**config.mk**
```make
export PLATFORM = sky130hd
export DESIGN_NAME = p_i_cache_ctrl
export DESIGN_NICKNAME = d
export VERILOG_FILES = /design/src/rtl/p_i_cache_ctrl_pkg.sv /design/src/rtl/p_i_cache_perf.sv /design/src/rtl/p_i_cache_ctrl.sv
export SDC_FILE = /design/constraint.sdc
export NUM_CORES = 1
export LEC_CHECK = 0
export CAP_MARGIN = 20
export CORE_ASPECT_RATIO = 0.7
export CORE_MARGIN = 4
export CORE_UTILIZATION = 51
export DETAILED_ROUTE_END_ITERATION = 6
export PLACE_DENSITY = 0.92
export SYNTH_ARGS = -nofsm -noshare
export SYNTH_HDL_FRONTEND = slang
export SYNTH_SLANG_ARGS = --single-unit
```
**constraint.sdc**
```tcl
create_clock -name clk -period 3.75 [get_ports clk]
set_input_delay 0.9375 -clock clk [delete_from_list [all_inputs] [get_ports clk]]
set_output_delay 0.9375 -clock clk [all_outputs]
set_load 0.01 [all_outputs]
```
**src/rtl/p_i_cache_ctrl_pkg.sv**
```systemverilog
// Shared types for the instruction-cache controller.
package rv32i_types;

  // Controller phases: normal lookup, waiting on memory, array write, array re-read.
  typedef enum logic [1:0] {
    RUN    = 2'd0,
    MISS   = 2'd1,
    REFILL = 2'd2,
    REPLAY = 2'd3
  } icache_ctrl_state_t;

endpackage

```
**src/rtl/p_i_cache_perf.sv**
```systemverilog
// Hit/miss performance counters; both wrap modulo 2^CNT_W.
module p_i_cache_perf #(
  parameter int CNT_W = 32
) (
  input  logic             clk,
  input  logic             rst_n,
  input  logic             inc_hit,
  input  logic             inc_miss,
  output logic [CNT_W-1:0] hit_count,
  output logic [CNT_W-1:0] miss_count
);

  logic [CNT_W-1:0] r_hit_count;
  logic [CNT_W-1:0] r_miss_count;
  logic [CNT_W-1:0] w_one;

  assign w_one = {{(CNT_W-1){1'b0}}, 1'b1};

  // Count one event per strobe, free-running wrap on overflow.
  always_ff @(posedge clk or negedge rst_n) begin
    if (!rst_n) begin
      r_hit_count  <= {CNT_W{1'b0}};
      r_miss_count <= {CNT_W{1'b0}};
    end else begin
      if (inc_hit)  r_hit_count  <= r_hit_count + w_one;
      if (inc_miss) r_miss_count <= r_miss_count + w_one;
    end
  end

  assign hit_count  = r_hit_count;
  assign miss_count = r_miss_count;

endmodule

```
**src/rtl/p_i_cache_ctrl.sv**
```systemverilog
// Instruction-cache controller: lookup stage, miss handling and line refill.
// Outputs are decoded combinationally from state and inputs.
module p_i_cache_ctrl
  import rv32i_types::*;
#(
  parameter int CNT_W = 32
) (
  input  logic             clk,
  input  logic             rst_n,
  input  logic             imem_read,
  input  logic             imem_flush,
  input  logic             hit,
  input  logic             hit_way,
  input  logic             lru_in,
  input  logic             pmem_resp,
  output logic             pipe_load,
  output logic             imem_resp,
  output logic             pmem_read,
  output logic             array_we,
  output logic             way_sel,
  output logic             lru_we,
  output logic             lru_out,
  output logic [CNT_W-1:0] hit_count,
  output logic [CNT_W-1:0] miss_count
);

  icache_ctrl_state_t r_state;
  icache_ctrl_state_t w_state_nxt;
  logic r_stage_valid;
  logic r_flush_pending;
  logic r_victim;

  logic w_pipe_load;
  logic w_imem_resp;
  logic w_pmem_read;
  logic w_array_we;
  logic w_way_sel;
  logic w_lru_we;
  logic w_lru_out;
  logic w_inc_hit;
  logic w_inc_miss;

  // Output decode and next-state selection; a flush in RUN overrides hit and miss.
  always_comb begin
    w_state_nxt = r_state;
    w_pipe_load = 1'b0;
    w_imem_resp = 1'b0;
    w_pmem_read = 1'b0;
    w_array_we  = 1'b0;
    w_way_sel   = 1'b0;
    w_lru_we    = 1'b0;
    w_lru_out   = 1'b0;
    w_inc_hit   = 1'b0;
    w_inc_miss  = 1'b0;
    case (r_state)
      RUN: begin
        if (r_stage_valid && !imem_flush) begin
          if (hit) begin
            w_pipe_load = 1'b1;
            w_imem_resp = 1'b1;
            w_lru_we    = 1'b1;
            w_lru_out   = ~hit_way;
            w_inc_hit   = 1'b1;
            w_state_nxt = RUN;
          end else begin
            w_pipe_load = 1'b0;
            w_inc_miss  = 1'b1;
            w_state_nxt = MISS;
          end
        end else begin
          w_pipe_load = 1'b1;
          w_state_nxt = RUN;
        end
      end
      MISS: begin
        w_pmem_read = 1'b1;
        if (pmem_resp) begin
          w_state_nxt = REFILL;
        end else begin
          w_state_nxt = MISS;
        end
      end
      REFILL: begin
        w_array_we  = 1'b1;
        w_way_sel   = r_victim;
        w_state_nxt = REPLAY;
      end
      REPLAY: begin
        w_state_nxt = RUN;
      end
      default: begin
        w_state_nxt = RUN;
      end
    endcase
  end

  // Controller state register.
  always_ff @(posedge clk or negedge rst_n) begin
    if (!rst_n) begin
      r_state <= RUN;
    end else begin
      r_state <= w_state_nxt;
    end
  end

  // Lookup-stage valid bit; a flush seen during a miss is deferred until the replay ends.
  always_ff @(posedge clk or negedge rst_n) begin
    if (!rst_n) begin
      r_stage_valid   <= 1'b0;
      r_flush_pending <= 1'b0;
    end else if (r_state == REPLAY) begin
      if (r_flush_pending || imem_flush) r_stage_valid <= 1'b0;
      r_flush_pending <= 1'b0;
    end else if (r_state == MISS || r_state == REFILL) begin
      if (imem_flush) r_flush_pending <= 1'b1;
    end else if (w_pipe_load) begin
      r_stage_valid <= imem_read & ~imem_flush;
    end
  end

  // Remember the victim way chosen by LRU at the moment the miss is detected.
  always_ff @(posedge clk or negedge rst_n) begin
    if (!rst_n) begin
      r_victim <= 1'b0;
    end else if (w_inc_miss) begin
      r_victim <= lru_in;
    end
  end

  p_i_cache_perf #(
    .CNT_W (CNT_W)
  ) u_perf (
    .clk        (clk),
    .rst_n      (rst_n),
    .inc_hit    (w_inc_hit),
    .inc_miss   (w_inc_miss),
    .hit_count  (hit_count),
    .miss_count (miss_count)
  );

  assign pipe_load = w_pipe_load;
  assign imem_resp = w_imem_resp;
  assign pmem_read = w_pmem_read;
  assign array_we  = w_array_we;
  assign way_sel   = w_way_sel;
  assign lru_we    = w_lru_we;
  assign lru_out   = w_lru_out;

endmodule

```
# ---- Yosys cells after proc, flatten, opt, wreduce, memory -nomap -nowiden
# Cells that the tools add are included.
dict set report word_totals {
  output_inout_bits 71
  inputBits 8
  wordCells 51
  ff_bits 69
}
dict set report classes {
  bitwise_logic 3
  n_reduce_logical 10
  n_mux 25
  n_eq_ne 5
  n_addsub 2
}
# op count
set ops {}
lappend ops {{32-bit by 1-bit adder with 32-bit output (second input constant)} 2}
lappend ops {{1-bit 2-to-1 mux} 22}
lappend ops {{2-bit one-hot mux with 4 select lines} 1}
lappend ops {{2-bit nonzero test} 3}
lappend ops {{2-bit equality test (second input constant)} 2}
lappend ops {{2-bit 2-to-1 mux} 2}
lappend ops {{3-bit AND reduction} 1}
lappend ops {{2-bit by 1-bit equality test with 1-bit output (second input constant)} 1}
lappend ops {{2-bit zero test} 1}
lappend ops {{1-bit logical OR} 2}
lappend ops {{2-bit by 1-bit inequality test with 1-bit output (second input constant)} 1}
lappend ops {{2-bit inequality test (second input constant)} 1}
lappend ops {{1-bit inverter} 2}
lappend ops {{2-bit AND reduction} 1}
lappend ops {{1-bit AND} 1}
lappend ops {{1-bit logical AND} 1}
lappend ops {{1-bit zero test} 1}

# ---- Longest topological paths before layout
# Gate-level depths: netlist of the first run.
dict set report logic_depth {
  depth_word 7
  depth_mapped 8
  depth_no_buf 7
}

# ---- Cells and area by module
# Synthesis of the first run repeated with hierarchy kept, for this count alone.
dict set report hier_totals {
  cells_unflattened 288
  hier_area_um2 3310.7
}
# module n_inst area_per_inst_um2 seq_area_each_um2 cells_each
set modules_own_cells {}
lappend modules_own_cells {p_i_cache_perf 1 2955.3 1601.5 253}
lappend modules_own_cells {p_i_cache_ctrl 1 355.3 125.1 35}

# ---- Worst setup path after synthesis of the first run
# Ideal clock, no wire load.
dict set report synth_timing {
  path_type {input-to-output}
  from {input port imem_flush}
  to {output port lru_we}
  t_required_ns 2.812
  path_stages 3
  arrival_ns 1.541
  path_slack_ns 1.272
  n_path_buf 1
  cell_sequence {nand4b_4 > inv_1 > buf_4}
}
dict set report synth_between {
  elab_chain_len 4
}
# item line_no
set synth_lines {}
lappend synth_lines {{from (decl)} p_i_cache_ctrl.sv:11} ;# input logic imem_flush,
lappend synth_lines {{1-bit zero test} p_i_cache_ctrl.sv:57} ;# if (r_stage_valid && !imem_flush) begin
lappend synth_lines {{1-bit logical AND} p_i_cache_ctrl.sv:57}
lappend synth_lines {{1-bit 2-to-1 mux (2 in series)} --}
lappend synth_lines {{to (decl)} p_i_cache_ctrl.sv:21} ;# output logic lru_we,
# Every way passes these cells.

# ---- Worst setup path in the final report of the first run
dict set report layout_timing {
  from {input port imem_flush}
  to {output port imem_resp}
}
dict set report layout_between {
  elab_chain_len 4
}
# item line_no
set layout_lines {}
lappend layout_lines {{1-bit zero test} p_i_cache_ctrl.sv:57}
lappend layout_lines {{1-bit logical AND} p_i_cache_ctrl.sv:57}
lappend layout_lines {{1-bit 2-to-1 mux} p_i_cache_ctrl.sv:57}
lappend layout_lines {{1-bit 2-to-1 mux} p_i_cache_ctrl.sv:55} ;# case (r_state)
lappend layout_lines {{to (decl)} p_i_cache_ctrl.sv:17} ;# output logic imem_resp,
# Every way passes these cells.

==> results.txt, run 1 <==
----------------------------------------------------
[Floorplanning]
  Starting Density ... between 50% and 60%
  Vertical extent of the die ... around 75 um
  Cell row count ... 24
  Die ar. ... ~7800 um2
  Total core area ... a little over 6000 um2
  Die span in x ... between 100 and 150 um
  Top-Level Pins ... 79

[Cells and area]
  N_diodes ... 0
  Share of cells above drive strength 1 ... 6.545%
  Net count, final ... 392
  P&R area growth vs syn ... 32.35%

[Yosys]
  Synthesized net count ... just over 300
  Top_reg_cell synth ... sky130_fd_sc_hd__dfrtp_1
  Syn Inst Count ... a little under 300
  Number of distinct library cell variants in the gate-level netlist after synthesis ... 29
  Number of synthesis warnings ... 0
  Sequential cell area fraction in the yosys report ... between 50% and 60%
  Mapped Area ... approximately 3300 um2
  Synthesized area per cell ... between 10 and 15 um2
  Register bit count reported by yosys ... 69
  Post-synth EDFFs ... 0
  Synth async-reset ratio ... between 90% and 100%

[Worst setup path]
  Cell type of the slowest stage on the worst timing path ... sky130_fd_sc_hd__clkdlybuf4s50_1
  Arrival time worst endpoint ... around 2.5 ns
  Largest delay contributor family on the critical path ... buffers and inverters
  Cell repeated most along the worst path ... sky130_fd_sc_hd__clkdlybuf4s50_1
  Cell-by-cell listing of the critical path ... clkdlybuf4s50_1 > nand4b_4 > inv_1 > clkdlybuf4s50_1
  Worst Setup Path Type ... primary input to output pin
  R2R setup slack ... about 1.2 ns
  Worst reg2reg path depth ... 6
  Crit Path Max Fanout ... 7
  Element type at the critical path start ... primary input
  Number of buffers and inverters on the critical path ... 3
  Worst reg2reg endpoint ... u_perf.miss_count[24]
  Delay of the slowest cell on the worst path ... around 0.57 ns
  Setup crit end kind ... output pin
  Reg2reg start ... r_state[0]
  Worst endpoint required time ... roughly 2.8 ns

[Hold path]
  Startpoint of the tightest hold check path ... u_perf.hit_count[31]
  Hold depth ... 1
  Class of the worst hold path ... flip-flop to flip-flop
  Worst hold endpoint ... u_perf.hit_count[31]

[Global route]
  Met3 Usage GRT ... approximately 5.5%
  All-layer global routing usage ... between 20% and 30%
  Pin count of the biggest net entering global routing ... 37
  Met1 GRT Util ... 26.94%
  First-pass GRT wire length ... between 10,000 and 15,000 um
  Met2 global-route usage ... 34.06%
  Initial antenna violation count ... 0
  Total global routing overflow ... 0
  Most used routing layer in global routing ... met2
  Vias in the first global route ... 2,608

[Drt]
  Remaining DRCs ... 0
  Per-cell routed wire length ... between 15 and 20 um
  Detailed-routing iteration count for the pre-antenna-repair pass ... 4
  Number of vias per cell ... about 5.5
  Number of violations reported at the end of detailed-routing iteration 0 ... 140
  Wire length after detailed routing ... ~7400 um
  Total vias in the final route ... between 2k and 3k
  Remaining antenna violation count ... 0

[CTS]
  CTS clk-pin slew, worst paths ... ~0.07 ns
  Num CTS Buffers ... 9
  Sink count of the clock tree ... 69
  Post-CTS Hold Fix Bufs ... 0
  Clock network latency to the later pin of the worst-skew pair ... approximately 0.33 ns
  Clock tree from TritonCTS ... done
  Max Buffers Root-to-Sink ... 2
  Post-CTS setup buffers ... 0
  Root Buffer Master ... sky130_fd_sc_hd__clkbuf_8
  Resized Gates After CTS ... 0
  H-tree Lvls ... 3

[Timing]
  Total negative setup slack ... 0 ns
  Slew of the pin with the lowest slew margin ... just under 0.8 ns
  Largest clock skew in the final design ... 0.006640 ns
  Count of final setup violators ... 0
  Post-layout worst setup margin ... between 0.2 and 0.3 ns
  Hold WS ... between 0.4 and 0.5 ns
  Normalized max-slew margin ... 47.03%
  Final Cycle Share ... between 90 and 100%
  Maximum clock frequency ... ~290 MHz
  Unrepaired setup endpoints after global routing ... false
  Final max-slew violation count ... 0
  Minimum clock period after layout ... roughly 3.5 ns
  Final count of hold timing violations ... 0

[Power]
  Cell leakage power ... around 1.9 nW
  Power per standard cell area ... ~420 nW/um2
  Largest vdd supply drop ... about 0.41 mV

[Run status]
  Outcome ... finished, final reports clean

[Place]
  Pre-CTS setup slack ... approximately 0.3 ns
  Detailed placement HPWL ... roughly 5400 um
  Count of buffers inserted at the top-level ports ... 78
  Routability Congestion ... 0.7679

[Flow run]
  Max-cap violation count ... 0

----------------------------------------------------
==> cells in the final DEF, fill, tap and decap left out, types with 6 or more instances in the layout <==
cell	n
sky130_fd_sc_hd__and2_1	6
sky130_fd_sc_hd__and3_1	10
sky130_fd_sc_hd__and4_1	6
sky130_fd_sc_hd__clkbuf_8	9
sky130_fd_sc_hd__clkdlybuf4s50_1	77
sky130_fd_sc_hd__dfrtp_1	69
sky130_fd_sc_hd__ha_1	7
sky130_fd_sc_hd__inv_1	10
sky130_fd_sc_hd__nand2_1	29
sky130_fd_sc_hd__nand3_1	18
sky130_fd_sc_hd__nand4_1	34
sky130_fd_sc_hd__nor2_1	10
sky130_fd_sc_hd__nor3_1	6
sky130_fd_sc_hd__xnor2_1	54
sky130_fd_sc_hd__xor2_1	8
==> sequential cells by signal (all words and copies together), names as in the netlist, named ones only <==
name and count:
u_perf.hit_count 32, u_perf.miss_count 32, r_flush_pending 1, r_stage_valid 1, r_state 1, r_victim 1
==> power by group <==
group          leakage, nW  internal [mW]  switching [mW]
registers            0.948          0.798          0.0696
logic                0.852          0.166           0.168
clock network        0.107          0.372           0.262
total                 1.91           1.34           0.500
==> synthesized netlist by cell type (7+ instances only) <==
cell                      number  area [um2]
sky130_fd_sc_hd__dfrtp_1      69        1727
sky130_fd_sc_hd__xor2_1        8       70.07
sky130_fd_sc_hd__nand2_1      29       108.9
sky130_fd_sc_hd__nor2_1       10       37.54
sky130_fd_sc_hd__xnor2_1      54       473.0
sky130_fd_sc_hd__nand3_1      18       90.09
sky130_fd_sc_hd__nand4_1      34       212.7
sky130_fd_sc_hd__ha_1          7       87.58
sky130_fd_sc_hd__and3_1       10       62.56
sky130_fd_sc_hd__inv_1        10       37.54
==> worst max-delay path by stage <==
stage	startpoint	depth (start not counted)	end
floorplan	imem_flush	3	lru_we
global placement	hit	4	imem_resp
detailed placement	imem_flush	4	imem_resp
CTS	imem_flush	4	imem_resp
global route	imem_flush	4	imem_resp
finish	imem_flush	4	imem_resp
==> logic make-up (layout without fill, tap and decap cells) <==
group,count (synthesis),after routing,share of synthesized area [%]
compound gates,8,8,1.529
xor+xnor,62,62,16.60
fa+ha+maj,7,7,2.677
buf+inv,16,106,2.256
flops,69,69,52.77
simple gates,130,130,24.17
==> stage by stage <==
stage,instance area (um2),std cells,util (%),power [mW]
2_1_floorplan,3272,292,-,1.046
3_5_place_dp,4124,444,66.34,1.213
3_3_place_gp,4124,444,66.34,1.201
5_1_grt,4330,460,69.67,1.930
6_report,4330,460,69.67,1.835
4_1_cts,4330,460,69.67,1.850
==> area by class of cell <==
type | instances | area, um2
clock buffers | 11 | 131.4
clock inverters | 5 | 75.07
fillers | 476 | 1886
inverters | 10 | 37.54
multi-input cells | 207 | 1471
flip-flops and latches | 69 | 1727
well taps | 78 | 97.59
repair buffers | 80 | 790.8
==> layer usage <==
layer  share of wire [%]  routed length (um)
met1                  45                3380
met2                  49                3677
met3                 4.3                 321
met4                0.85                  63
met5                   0                   0
(Power assumes the default switching activity.)
==> run 2: changes to the inputs <==
Settings changed: ABC_CLOCK_PERIOD_IN_PS set to 3750, CTS_BUF_LIST set to sky130_fd_sc_hd__clkbuf_4 sky130_fd_sc_hd__clkbuf_8.
==> results.txt, run 2 (synthesized netlist as in run 1, its figures left out) <==
----------------------------------------------------
[Run status]
  Outcome ... finished, final reports clean

[Power]
  Power dissipated by switching net loads ... 0.5003 mW (about the same)
  Cell leakage power ... 1.914 nW (+0.36%)
  Overall power consumption ... 1.850 mW (+0.81%)
  Clock network power share ... 35.0% (+0.5 points)
  Sw frac ... 27.04% (-0.20 points)
  Pint ... 1.350 mW (+1.1%)
  Combinational power share ... 18.1% (about the same)
  Power per standard cell area ... 426.5 nW/um2 (+0.63%)
  Largest vdd supply drop ... 0.4194 mV (+1.7%)
  Part of the total power dissipated in sequential elements ... 46.9% (-0.4 points)

[Worst setup path]
  Element type at the critical path start ... primary input
  Reg2reg start ... r_state[0]
  Cell type of the slowest stage on the worst timing path ... sky130_fd_sc_hd__clkdlybuf4s50_1
  Cell repeated most along the worst path ... sky130_fd_sc_hd__clkdlybuf4s50_1
  Cell-by-cell listing of the critical path ... clkdlybuf4s50_1 > nand4b_4 > inv_1 > clkdlybuf4s50_1
  Worst endpoint required time ... 2.81 ns (about the same)
  Number of buffers and inverters on the critical path ... 3 (unchanged)
  Arrival time worst endpoint ... 2.51 ns (about the same)
  Crit Path Max Fanout ... 7 (unchanged)
  Largest delay contributor family on the critical path ... buffers and inverters
  Worst Setup Path Type ... primary input to output pin
  Setup crit end kind ... output pin
  Delay of the slowest cell on the worst path ... 0.57 ns (about the same)
  R2R setup slack ... 1.19 ns (about the same)
  Worst reg2reg path depth ... 6 (unchanged)
  Worst reg2reg endpoint ... u_perf.miss_count[24]

[Cells and area]
  Share of cells above drive strength 1 ... 7.068% (+0.52 points)
  Net count, final ... 392 (unchanged)
  Non-filler instance count after layout ... 460 (unchanged)
  Leading cell types in the layout, fill and taps excluded ... sky130_fd_sc_hd__clkdlybuf4s50_1, sky130_fd_sc_hd__dfrtp_1, sky130_fd_sc_hd__xnor2_1, sky130_fd_sc_hd__nand4_1, sky130_fd_sc_hd__nand2_1
  N_diodes ... 0 (unchanged)
  P&R area growth vs syn ... 32.58%
  Most frequent standard cell in the layout excluding fill and tap cells ... sky130_fd_sc_hd__clkdlybuf4s50_1

[Drt]
  Remaining antenna violation count ... 0 (unchanged)
  Remaining DRCs ... 0 (unchanged)
  Number of vias per cell ... 5.574 (+0.67%)
  Number of violations reported at the end of detailed-routing iteration 0 ... 128 (-8.6%)
  Detailed-routing iteration count for the pre-antenna-repair pass ... 5 (+1)
  Wire length after detailed routing ... 7472 um (+0.38%)
  Per-cell routed wire length ... 16.24 um (+0.38%)
  Total vias in the final route ... 2,564 (+0.67%)

[CTS]
  Clock tree from TritonCTS ... done
  Resized Gates After CTS ... 0 (unchanged)
  H-tree Lvls ... 3 (unchanged)
  Clock network latency to the later pin of the worst-skew pair ... 0.33 ns (about the same)
  Sink count of the clock tree ... 69 (unchanged)
  Max Buffers Root-to-Sink ... 2 (unchanged)
  CTS clk-pin slew, worst paths ... 0.07 ns (about the same)
  Root Buffer Master ... sky130_fd_sc_hd__clkbuf_8
  Post-CTS Hold Fix Bufs ... 0 (unchanged)
  Num CTS Buffers ... 9 (unchanged)
  Post-CTS setup buffers ... 0 (unchanged)

[Hold path]
  Startpoint of the tightest hold check path ... u_perf.hit_count[31]
  Class of the worst hold path ... flip-flop to flip-flop
  Hold depth ... 1 (unchanged)
  Worst hold endpoint ... u_perf.hit_count[31]

[Global route]
  Vias in the first global route ... 2,605 (-0.12%)
  Initial antenna violation count ... 0 (unchanged)
  Pin count of the biggest net entering global routing ... 37 (unchanged)
  Total global routing overflow ... 0 (unchanged)
  All-layer global routing usage ... 20.23% (about the same)
  First-pass GRT wire length ... 12,640 um (-0.44%)

[Floorplanning]
  Vertical extent of the die ... 75.02 um (unchanged)
  Starting Density ... 52.64% (unchanged)
  Die ar. ... 7782 um2 (unchanged)
  Top-Level Pins ... 79 (unchanged)
  Die span in x ... 103.7 um (unchanged)
  Cell row count ... 24 (unchanged)
  Total core area ... 6216 um2 (unchanged)

[Timing]
  Total negative setup slack ... 0 ns (unchanged)
  Normalized max-slew margin ... 47.24% (+0.22 points)
  Count of final setup violators ... 0 (unchanged)
  Largest clock skew in the final design ... 0.006044 ns (-0.0005959 ns)
  Final Cycle Share ... 91.96% (about the same)
  Final count of hold timing violations ... 0 (unchanged)
  Minimum clock period after layout ... 3.448 ns (-0.002516 ns)
  Maximum clock frequency ... 290.0 MHz (about the same)
  Slew of the pin with the lowest slew margin ... 0.7913 ns (-0.003289 ns)
  Hold WS ... 0.4812 ns (-0.001056 ns)
  Final max-slew violation count ... 0 (unchanged)
  Post-layout worst setup margin ... 0.3016 ns (+0.002516 ns)
  Unrepaired setup endpoints after global routing ... false

[Place]
  Count of placed standard cells including taps ... 444 (unchanged)
  Routability Congestion ... 0.7679 (unchanged)
  Count of buffers inserted at the top-level ports ... 78 (unchanged)
  Detailed placement HPWL ... 5422 um (unchanged)
  Pre-CTS setup slack ... 0.3006 ns (unchanged)

[Flow run]
  Max-cap violation count ... 0 (unchanged)

----------------------------------------------------
==> run 2: power by group through the flow <==
stage / clock network, mW / registers, mW / logic [mW]
after global routing: 0.691 / 0.875 / 0.377
after detailed placement: 0 / 0.876 / 0.337
after global placement: 0 / 0.874 / 0.328
after floorplan: 0 / 0.877 / 0.169
after CTS: 0.659 / 0.865 / 0.339
final: 0.647 / 0.867 / 0.335
==> run 2: layout make-up <==
| cell class | instances | area (um2) |
|---|---|---|
| fill | 472 | 1878 |
| sequential | 69 | 1727 |
| multi-input combinational | 207 | 1471 |
| timing repair buffer | 80 | 790.8 |
| clock buffer | 11 | 138.9 |
| tap | 78 | 97.59 |
| clock inverter | 5 | 75.07 |
| inverter | 10 | 37.54 |
==> run 2: worst max path at each step <==
stage | from | end | slack, ns | depth (start not counted)
2_1_floorplan | imem_flush | lru_we | 1.27 | 3
3_3_place_gp | hit | imem_resp | 0.37 | 4
3_5_place_dp | imem_flush | imem_resp | 0.30 | 4
4_1_cts | imem_flush | imem_resp | 0.29 | 4
5_1_grt | imem_flush | imem_resp | 0.22 | 4
6_report | imem_flush | imem_resp | 0.30 | 4
==> run 2: per-layer routing <==
| layer | vias up | global-route usage [%] | wire length, um |
|---|---|---|---|
| li1 | 1202 | - | - |
| met5 | - | 0 | 0 |
| met2 | 73 | 34.78 | 3728 |
| met1 | 1283 | 26.37 | 3356 |
| met4 | 0 | 4.720 | 53 |
| met3 | 6 | 5.484 | 334 |
==> run 2: metrics by stage <==
stage / area (um2) / utilization, %
after floorplan: 3272 / -
after global placement: 4124 / 66.34
after detailed placement: 4124 / 66.34
after CTS: 4338 / 69.79
after global routing: 4338 / 69.79
final: 4338 / 69.79
